--- config.mk ---
export PLATFORM = sky130hd
export DESIGN_NAME = mac_operand_sequencer_flat
export DESIGN_NICKNAME = d
export VERILOG_FILES = /design/src/rtl/mac_operand_sequencer_if.sv /design/src/rtl/mac_operand_sequencer.sv /design/src/flat_wrapper.sv
export SDC_FILE = /design/constraint.sdc
export NUM_CORES = 1
export LEC_CHECK = 0
export BUFFER_PORTS_ARGS = -buffer_cell sky130_fd_sc_hd__buf_2
export CELL_PAD_IN_SITES_DETAIL_PLACEMENT = 0
export CELL_PAD_IN_SITES_GLOBAL_PLACEMENT = 1
export CORE_MARGIN = 3
export CORE_UTILIZATION = 46
export DETAILED_ROUTE_END_ITERATION = 12
export GPL_TIMING_DRIVEN = 1
export PLACE_DENSITY_LB_ADDON = 0.08
export SYNTH_ARGS = -nofsm -noshare
export SYNTH_HDL_FRONTEND = slang
export SYNTH_SLANG_ARGS = --single-unit
--- constraint.sdc ---
create_clock -name clk -period 4 [get_ports clk]
set_input_delay 0.8 -clock clk [delete_from_list [all_inputs] [get_ports clk]]
set_output_delay 0.8 -clock clk [all_outputs]
set_load 0.05 [all_outputs]
--- src/rtl/mac_operand_sequencer_if.sv ---
// Bundle between the operand sequencer and its neighbours: the byte load
// port, the stream request/status signals, and the operand bus into the MAC.
//
// Load handshake: a byte transfers on a rising clock edge where load_valid
// and load_ready are both high. load_ready depends only on the sequencer's
// own state (never on load_valid), and a byte offered while load_ready is
// low is simply not taken; the driver may hold or change it freely.
interface mac_operand_sequencer_if #(
  parameter int LEN_W = 3
);
  logic             load_valid;
  logic [7:0]       load_data;
  logic             load_ready;
  logic             start;
  logic [LEN_W-1:0] len;
  logic             busy;
  logic             mac_enable;
  logic [7:0]       mac_a;
  logic [7:0]       mac_b;
  logic             done;
  logic             start_err;

  // Sequencer side
  modport slave (
    input  load_valid, load_data, start, len,
    output load_ready, busy, mac_enable, mac_a, mac_b, done, start_err
  );

  // Driver / consumer side
  modport master (
    output load_valid, load_data, start, len,
    input  load_ready, busy, mac_enable, mac_a, mac_b, done, start_err
  );
endinterface

--- src/rtl/mac_operand_sequencer.sv ---
// Operand feeder for an 8x8->16 accumulate MAC. Bytes arrive a0,b0,a1,b1,...
// into a small pair buffer; a start request then streams the first len pairs
// into the MAC on consecutive cycles and pulses done in the cycle where the
// MAC accumulator holds the finished dot product.
module mac_operand_sequencer #(
  parameter int DEPTH = 4,
  parameter int LEN_W = 3,
  localparam int CNT_W = $clog2(2 * DEPTH) + 1
) (
  input  logic                  clk,
  input  logic                  reset_n,
  mac_operand_sequencer_if.slave bus,
  output logic [1:0]            state_dbg,
  output logic [CNT_W-1:0]      count_dbg
);

  localparam int IDX_W  = $clog2(DEPTH);
  localparam int SLOT_W = CNT_W - 1;
  localparam int CMP_W  = (LEN_W > CNT_W) ? LEN_W : CNT_W;
  localparam logic [CNT_W-1:0] FULL = CNT_W'(2 * DEPTH);

  typedef enum logic [1:0] {
    IDLE   = 2'd0,
    FILL   = 2'd1,
    STREAM = 2'd2,
    FINISH = 2'd3
  } state_t;

  state_t           state;
  logic [CNT_W-1:0] count;
  logic [IDX_W-1:0] idx;
  logic [LEN_W-1:0] rem;
  logic [7:0]       a_buf [DEPTH];
  logic [7:0]       b_buf [DEPTH];

  logic             busy_r;
  logic             enable_r;
  logic [7:0]       a_r;
  logic [7:0]       b_r;
  logic             done_r;
  logic             err_r;

  logic             loading;
  logic             ready;
  logic             load_fire;
  logic [CNT_W-2:0] pairs;
  logic             start_ok;
  logic             start_bad;
  logic [SLOT_W-1:0] slot;
  logic [IDX_W-1:0] idx_nxt;

  // Load/start decode; the pair check always sees the count before this edge's write
  always_comb begin
    loading   = (state == IDLE) || (state == FILL);
    ready     = loading && (count < FULL);
    load_fire = bus.load_valid && ready;
    pairs     = count[CNT_W-1:1];
    start_ok  = bus.start && loading && (bus.len != '0) &&
                (CMP_W'(bus.len) <= CMP_W'(pairs));
    start_bad = bus.start && loading && !start_ok;
    slot      = count[SLOT_W-1:0];
    idx_nxt   = idx + IDX_W'(1);
  end

  // Pair buffer: even slots hold a operands, odd slots hold b operands
  always_ff @(posedge clk) begin
    if (load_fire) begin
      if (slot[0]) b_buf[slot[SLOT_W-1:1]] <= bus.load_data;
      else         a_buf[slot[SLOT_W-1:1]] <= bus.load_data;
    end
  end

  // Control FSM with registered outputs; rem counts pairs left after the one on the bus
  always_ff @(posedge clk or negedge reset_n) begin
    if (!reset_n) begin
      state    <= IDLE;
      count    <= '0;
      idx      <= '0;
      rem      <= '0;
      busy_r   <= 1'b0;
      enable_r <= 1'b0;
      a_r      <= '0;
      b_r      <= '0;
      done_r   <= 1'b0;
      err_r    <= 1'b0;
    end else begin
      done_r <= 1'b0;
      err_r  <= start_bad;
      case (state)
        IDLE, FILL: begin
          if (load_fire) count <= count + CNT_W'(1);
          if (start_ok) begin
            // Pair 0 is already stored because len >= 1 passed against the old count
            state    <= STREAM;
            idx      <= '0;
            rem      <= bus.len - LEN_W'(1);
            busy_r   <= 1'b1;
            enable_r <= 1'b1;
            a_r      <= a_buf[0];
            b_r      <= b_buf[0];
          end else if (load_fire) begin
            state <= FILL;
          end
        end
        STREAM: begin
          if (rem == '0) begin
            state    <= FINISH;
            busy_r   <= 1'b0;
            enable_r <= 1'b0;
            a_r      <= '0;
            b_r      <= '0;
            done_r   <= 1'b1;
          end else begin
            rem <= rem - LEN_W'(1);
            idx <= idx_nxt;
            a_r <= a_buf[idx_nxt];
            b_r <= b_buf[idx_nxt];
          end
        end
        FINISH: begin
          // Buffer is consumed; a trailing unpaired byte is discarded too
          state <= IDLE;
          count <= '0;
        end
        default: state <= IDLE;
      endcase
    end
  end

  assign bus.load_ready = ready;
  assign bus.busy       = busy_r;
  assign bus.mac_enable = enable_r;
  assign bus.mac_a      = a_r;
  assign bus.mac_b      = b_r;
  assign bus.done       = done_r;
  assign bus.start_err  = err_r;
  assign state_dbg      = state;
  assign count_dbg      = count;

endmodule

--- src/flat_wrapper.sv ---
// flat-port wrapper written by rule: the top's interface ports become plain ports
module mac_operand_sequencer_flat 
#(
  parameter int DEPTH = 4,
  parameter int LEN_W = 3,
  localparam int CNT_W = $clog2(2 * DEPTH) + 1
)
  (clk, reset_n, state_dbg, count_dbg, bus_load_valid, bus_load_data, bus_start, bus_len, bus_load_ready, bus_busy, bus_mac_enable, bus_mac_a, bus_mac_b, bus_done, bus_start_err);
  mac_operand_sequencer_if #(.LEN_W(LEN_W)) bus_i ();
  input  logic clk;
  input  logic reset_n;
  output logic [1:0] state_dbg;
  output logic [CNT_W-1:0] count_dbg;
  input wire logic [$bits(bus_i.load_valid)-1:0] bus_load_valid;
  input wire logic [$bits(bus_i.load_data)-1:0] bus_load_data;
  input wire logic [$bits(bus_i.start)-1:0] bus_start;
  input wire logic [$bits(bus_i.len)-1:0] bus_len;
  output wire logic [$bits(bus_i.load_ready)-1:0] bus_load_ready;
  output wire logic [$bits(bus_i.busy)-1:0] bus_busy;
  output wire logic [$bits(bus_i.mac_enable)-1:0] bus_mac_enable;
  output wire logic [$bits(bus_i.mac_a)-1:0] bus_mac_a;
  output wire logic [$bits(bus_i.mac_b)-1:0] bus_mac_b;
  output wire logic [$bits(bus_i.done)-1:0] bus_done;
  output wire logic [$bits(bus_i.start_err)-1:0] bus_start_err;
  assign bus_i.load_valid = bus_load_valid;
  assign bus_i.load_data = bus_load_data;
  assign bus_i.start = bus_start;
  assign bus_i.len = bus_len;
  assign bus_load_ready = bus_i.load_ready;
  assign bus_busy = bus_i.busy;
  assign bus_mac_enable = bus_i.mac_enable;
  assign bus_mac_a = bus_i.mac_a;
  assign bus_mac_b = bus_i.mac_b;
  assign bus_done = bus_i.done;
  assign bus_start_err = bus_i.start_err;
  mac_operand_sequencer #(.DEPTH(DEPTH), .LEN_W(LEN_W)) u_core (.clk(clk), .reset_n(reset_n), .bus(bus_i), .state_dbg(state_dbg), .count_dbg(count_dbg));
endmodule
==> impl_metrics.json, run 1 <==
{
  "status": "finished, final reports clean",
  "worst_pin_slew_ns": 1.028,
  "drc_errors": 0,
  "grt-ovfl-total": 0,
  "die_w_um": 98.64,
  "hold_path.class": "primary input to async pin",
  "antenna_found_initial": 0,
  "routedWlPerCell_um": 17.62,
  "cts.path.max_buffers": 2,
  "r2r-start": "u_core.idx[0]",
  "clk_pin_slew_ns": 0.09,
  "ys.warnings.count": 0,
  "die_area_um2": 9729,
  "crit_start": "u_core.state_dbg[1]",
  "setup-tns-final_ns": 0,
  "worstPathCellList": "nor2_1 -> buf_2",
  "cts_hold_buffers": 0,
  "critPathMaxFanout": 13,
  "port_buffers": 41,
  "first_pass_iters": 4,
  "fillers": 761,
  "finalHoldViolCount": 0,
  "finalCritPeriodShare_pct": 55.63,
  "wl_um": 7702,
  "cts_tree": "yes",
  "rows": 33,
  "worst-setup-path-type": "flop to output port",
  "fin_crit_ns": 2.225,
  "io_pins": 42,
  "gp_congestion": 0.7536,
  "post_cts_buffers": 0,
  "die_h_um": 98.64,
  "first_global_vias": 2259,
  "p_per_area_nw_per_um2": 773.6,
  "synth_area_per_cell_um2": 13.95,
  "antenna_cells": 0,
  "pre_cts_slack_ns": 1.582,
  "report.final.slew_viol_count": 0,
  "start_util_pct": 47.80,
  "grt_pass1_wl_um": 12300,
  "dr_total_vias": 2279,
  "cp.arrival_ns": 1.43,
  "coreArea_um2": 8258,
  "p_leak_nw": 1.691,
  "synth_fp_nets": 303,
  "ir_drop_v": 0.0002600,
  "drive_above_1_share_pct": 25.60,
  "start_kind": "flop",
  "clock_latency_ns": 0.35,
  "seq_area_frac_synth_pct": 67.70,
  "vias_per_cell": 5.215,
  "path_buf_inv": 1,
  "synth_seq_cells": 94,
  "ys_types": 37,
  "first_iter_violations": 91,
  "max_stage_delay_ns": 0.54,
  "maxCapViolCount": 0,
  "cts_root_buf": "clkbuf_8",
  "post_cts_resized": 0,
  "cts.sinks": 94,
  "endpoint_kind": "output port",
  "dp_hpwl_um": 5169,
  "syn-cell-area_um2": 3948,
  "clock_skew_ns": 0.009228,
  "htree_levels": 3,
  "critical_path.top_delay_family": "flip-flops",
  "crit_required_ns": 3.20,
  "worst_hold_slack_ns": 0.4770,
  "numCtsBuffers": 9,
  "crit_slowest_cell": "dfrtp_1",
  "layout.nets": 347,
  "max_slew_margin_pct": 31.21,
  "setup_ws_ns": 1.775,
  "ant_nets": 0,
  "synthToLayoutAreaGrowth_pct": 11.28,
  "max_freq_mhz": 449.4,
  "syn_inst": 283,
  "finalSetupViolations": 0,
  "grt_max_degree": 31,
  "track_usage_pct": 16.87,
  "rsz0062_at_grt": "no"
}
## metal layers
metal,GRT usage [%],routed length [um],vias up
li1,-,-,1109
met1,23.02,3641,1112
met2,26.99,3643,48
met3,3.822,290,10
met4,5.567,127,0
met5,0,0,-
## kinds of logic after synthesis
family / after synthesis / share of synthesized area [%]
adders and majority gates: 5 / 1.585
DFF: 94 / 67.70
muxes: 36 / 10.52
AOI/OAI and AO/OA: 50 / 7.195
buffers and inverters: 22 / 3.360
xor gates and xnor gates: 2 / 0.4438
and+or+nand+nor: 74 / 9.192
## registers in the layout (all words and copies together) (netlist names)
name                  cells
u_core.a_buf             32
u_core.b_buf             32
u_core.bus.busy           1
u_core.bus.done           1
u_core.bus.mac_a          8
u_core.bus.mac_b          8
u_core.bus.start_err      1
u_core.count_dbg          4
u_core.idx                2
u_core.rem                3
u_core.state_dbg          2
## worst paths after layout
| path | to | slack, ns | cells after the start |
|---|---|---|---|
| worst max-delay path | bus_load_ready | 1.77 | 2 |
| worst min-delay path | u_core.count_dbg[0] | 0.48 | 1 |
| worst max register to register | u_core.bus.mac_b[2] | 1.80 | 6 |
| worst min register to register | u_core.bus.mac_b[1] | 0.51 | 1 |
| max in group asynchronous | u_core.bus.start_err | 3.07 | 1 |
| min in group clk | u_core.bus.mac_b[1] | 0.51 | 1 |
## power breakdown
part	leakage, nW	switching [mW]	total [mW]	internal [mW]
registers	0.940	0.142	1.40	1.26
clock network	0.0837	0.319	0.547	0.228
logic	0.668	0.974	1.45	0.479
## placed cells by master (no fill, tap or decap), drive strengths merged
master	netlist	layout
ha	5	5
and3b	1	1
xnor2	2	2
a211oi	2	2
nor2b	3	3
nand3b	1	1
nand3	4	4
inv	8	9
clkbuf	1	11
buf	13	47
dfrtp	30	30
nand2b	4	4
nor2	28	28
o22ai	1	1
nor4	1	1
edfxtp	64	64
o32ai	1	1
mux2i	19	19
a32oi	1	1
nor3b	1	1
a21oi	21	21
clkinv	0	3
o21ai	24	24
nor3	6	6
mux2	17	17
clkinvlp	0	1
nand2	25	25
## cells in the mapped netlist
cell type,number,area [um^2]
a211oi_1,1,7.510
a211oi_2,1,12.51
a21oi_1,21,105.1
a32oi_1,1,8.760
and3b_1,1,8.760
buf_2,4,20.02
buf_4,7,52.55
buf_6,1,11.26
buf_8,1,15.01
clkbuf_1,1,3.750
dfrtp_1,30,750.7
edfxtp_1,64,1922
ha_1,5,62.56
inv_1,8,30.03
mux2_1,1,11.26
mux2_2,7,78.83
mux2_4,9,135.1
mux2i_1,19,190.2
nand2_1,23,86.33
nand2_2,1,6.260
nand2_8,1,20.02
nand2b_1,4,25.02
nand3_1,4,20.02
nand3b_1,1,7.510
nor2_1,28,105.1
nor2b_1,3,18.77
nor3_1,4,20.02
nor3_2,2,20.02
nor3b_4,1,18.77
nor4_1,1,6.260
o21ai_0,21,105.1
o21ai_1,1,5.000
o21ai_2,1,8.760
o21ai_4,1,16.27
o22ai_1,1,6.260
o32ai_1,1,8.760
xnor2_1,2,17.52
## stage by stage
| stage | cells | power, mW | util, % | instance area (um^2) |
|---|---|---|---|---|
| final | 437 | 3.399 | 53.20 | 4393 |
| after floorplan | 283 | 2.566 | - | 3948 |
| after detailed placement | 421 | 2.891 | 51.18 | 4227 |
| after global routing | 437 | 3.609 | 53.20 | 4393 |
| after global placement | 421 | 2.874 | 51.18 | 4227 |
| after CTS | 437 | 3.428 | 53.20 | 4393 |
## layout make-up
cell class	count	area [um^2]	area share (%)
clock buffers	11	131.4	2.991
clock inverters	5	35.03	0.7975
inverters	8	30.03	0.6836
multi-input cells	167	1142	26.00
flip-flops and latches	94	2673	60.84
well taps	105	131.4	2.991
repair buffers	47	250.2	5.696
(Power assumes the default switching activity.)
==> inputs of run 2 (changes only) <==
- ABC_AREA: default -> 1
- CORE_UTILIZATION: 46 -> 42
- clock period: 4 -> 1.9 ns (I/O delays scaled with it)
==> run 2 against run 1 <==
Compared with the run above:
- worst setup slack got worse by 1.6 ns
- power increased by 120%
- largest power group unchanged
- first-iteration DRC count increased by 2.2%
- highest routed layer unchanged
- hold slack got worse by 0.19 ns
- critical endpoint is now u_core.idx[0]
- critical path depth increased by 8
- non-clock buffer count increased by 18
- via count increased by 19%
- clock power increased by 140%
==> impl_metrics.json, run 2 <==
{
  "status": "finished, final reports clean",
  "setup_ws_ns": 0.2159,
  "synth_xor_area_share_pct": 0,
  "first_global_vias": 2532,
  "die_h_um": 103.3,
  "grt_pass1_wl_um": 13770,
  "clock_skew_ns": 0.008246,
  "fin_crit_ns": 1.684,
  "r2r_cells": 10,
  "yosys.area_share.simple_pct": 25.39,
  "cp.arrival_ns": 1.93,
  "synth_compound_area_share_pct": 1.575,
  "clock_latency_ns": 0.35,
  "start_kind": "flop",
  "utilization_pct": 53.15,
  "wl_um": 8736,
  "drive_above_1_share_pct": 28.18,
  "endpoint_kind": "flop",
  "yosys_most_used_dff": "edfxtp_1",
  "finalSetupViolations": 0,
  "worst_hold_slack_ns": 0.2908,
  "hold_end": "u_core.a_buf[0][0]",
  "cts_tree": "yes",
  "finalHoldViolCount": 0,
  "antenna_found_initial": 0,
  "routedWlPerCell_um": 16.15,
  "first_pass_iters": 4,
  "mostFrequentLayoutCell": "nand2_1",
  "max_slew_margin_pct": 46.88,
  "clk_pin_slew_ns": 0.10,
  "io_pins": 42,
  "final_cell_mix": "nand2_1, edfxtp_1, nand3_1",
  "r2r-start": "u_core.count_dbg[3]",
  "worstHoldStart": "bus_load_data[0]",
  "synthAdderAreaFrac_pct": 1.575,
  "max_freq_mhz": 593.8,
  "layout.nets": 448,
  "gp_congestion": 0.8222,
  "vias_per_cell": 5.011,
  "rsz0062_at_grt": "no",
  "ys.warnings.count": 0,
  "grt-ovfl-total": 0,
  "synth_area_per_cell_um2": 10.88,
  "critPathMaxFanout": 6,
  "finalCritPeriodShare_pct": 88.63,
  "ys_types": 29,
  "report.final.slew_viol_count": 0,
  "seq_area_frac_synth_pct": 67.28,
  "min_path_cells": 1,
  "port_buffers": 41,
  "reg2reg_to": "u_core.idx[0]",
  "hold_path.class": "primary input to flop",
  "synthMuxAreaShare_pct": 0.2520,
  "worst_pin_slew_ns": 0.7967,
  "synth.area.top_cells": "edfxtp_1, dfrtp_1, nand2_1, nand3_1, or2_2",
  "dp_hpwl_um": 5921,
  "maxCapViolCount": 0,
  "p_leak_nw": 2.114,
  "yosysMostFrequentCell": "nand2_1",
  "synth_seq_cells": 94,
  "ant_nets": 0,
  "track_usage_pct": 17.49,
  "yosys-top-cells-count": "nand2_1, edfxtp_1, nand3_1, dfrtp_1, inv_1",
  "synthArstFlopShare_pct": 31.91,
  "dr_total_vias": 2711,
  "syn-cell-area_um2": 3973,
  "antenna_cells": 0,
  "synth_top_family_by_area": "simple AND/OR/NAND/NOR gates",
  "synth_edf_count": 64,
  "numCtsBuffers": 9,
  "ir_drop_v": 0.0006563,
  "syn_inst": 365,
  "first_iter_violations": 93,
  "cts.sinks": 94,
  "htree_levels": 3,
  "die_area_um2": 10660,
  "start_util_pct": 44.47,
  "cts_root_buf": "clkbuf_8",
  "p_per_area_nw_per_um2": 1605,
  "yosysTopAreaCell": "edfxtp_1",
  "coreArea_um2": 8934,
  "post_cts_buffers": 0,
  "pre_cts_slack_ns": 0.05482,
  "synth_fp_nets": 385,
  "worst-setup-path-type": "flop to flop",
  "crit_required_ns": 2.14,
  "rows": 34,
  "synthToLayoutAreaGrowth_pct": 19.53,
  "netlist.area_leader.share_pct": 48.38,
  "cts.path.max_buffers": 2,
  "rrSetupSlack_ns": 0.22,
  "die_w_um": 103.3,
  "drc_errors": 0,
  "fillers": 822,
  "grt_max_degree": 32
}
run 2: critical path, cell delays in order, from the launching register on:
cell and delay (ns):
dfrtp_2 0.44, inv_1 0.09, ha_1 0.26, a21oi_1 0.18
nand2_1 0.07, nand2_1 0.09, nand2_2 0.11, nand2_4 0.12
nand2_2 0.09, nand2_1 0.09, nand2_1 0.05
run 2: worst max-delay path by stage:
stage / end / cells past startpoint / slack [ns] / start
finish: u_core.idx[0] / 10 / 0.22 / u_core.count_dbg[3]
global route: u_core.rem[2] / 9 / 0.05 / u_core.state_dbg[1]
CTS: u_core.bus.mac_a[3] / 9 / 0.09 / u_core.count_dbg[3]
detailed placement: u_core.bus.mac_b[6] / 9 / 0.05 / bus_len[2]
global placement: u_core.bus.mac_a[0] / 9 / 0.12 / bus_len[2]
floorplan: u_core.b_buf[0][0] / 5 / -0.03 / u_core.count_dbg[3]
run 2: kinds of logic after synthesis:
kind of cell,after synthesis
compound gates,11
buf+inv,33
mux,1
simple gates,221
flops,94
fa+ha+maj,5
run 2: power by group:
| part | leakage, nW | internal [mW] | total [mW] | switching (mW) |
|---|---|---|---|---|
| Sequential | 0.950 | 2.66 | 2.89 | 0.235 |
| Combinational | 1.07 | 0.954 | 3.39 | 2.44 |
| Clock | 0.0948 | 0.621 | 1.34 | 0.715 |
| Total | 2.11 | 4.23 | 7.62 | 3.39 |
run 2: routing by layer:
| layer | track usage (%) | wire (um) | vias up |
|---|---|---|---|
| li1 | - | - | 1347 |
| met1 | 25.87 | 4274 | 1297 |
| met2 | 27.08 | 4064 | 56 |
| met3 | 2.750 | 297 | 11 |
| met4 | 4.781 | 99 | 0 |
| met5 | 0 | 0 | - |
run 2: timing repair:
action                                  4_1_cts  5_1_grt
endpoints found under the setup margin        0       16
hold buffers                                  1        0
hold endpoints to repair                     15        0
resized for setup                             0        2
run 2: through the flow:
stage / instances / TNS, ns / total power, mW / instance area, um^2
after floorplan: 365 / -0.6262 / 5.366 / 4074
after global placement: 524 / 0 / 6.323 / 4533
after detailed placement: 524 / 0 / 6.355 / 4533
after CTS: 541 / 0 / 7.701 / 4741
after global routing: 541 / 0 / 8.127 / 4748
final: 541 / 0 / 7.619 / 4748
run 2: area by class of cell:
type	count	area (um^2)	area share [%]
tap	108	135.1	2.846
timing repair buffer	65	412.9	8.696
sequential	94	2680	56.44
clock inverter	6	70.07	1.476
multi-input combinational	238	1241	26.14
clock buffer	10	127.6	2.688
inverter	20	81.33	1.713
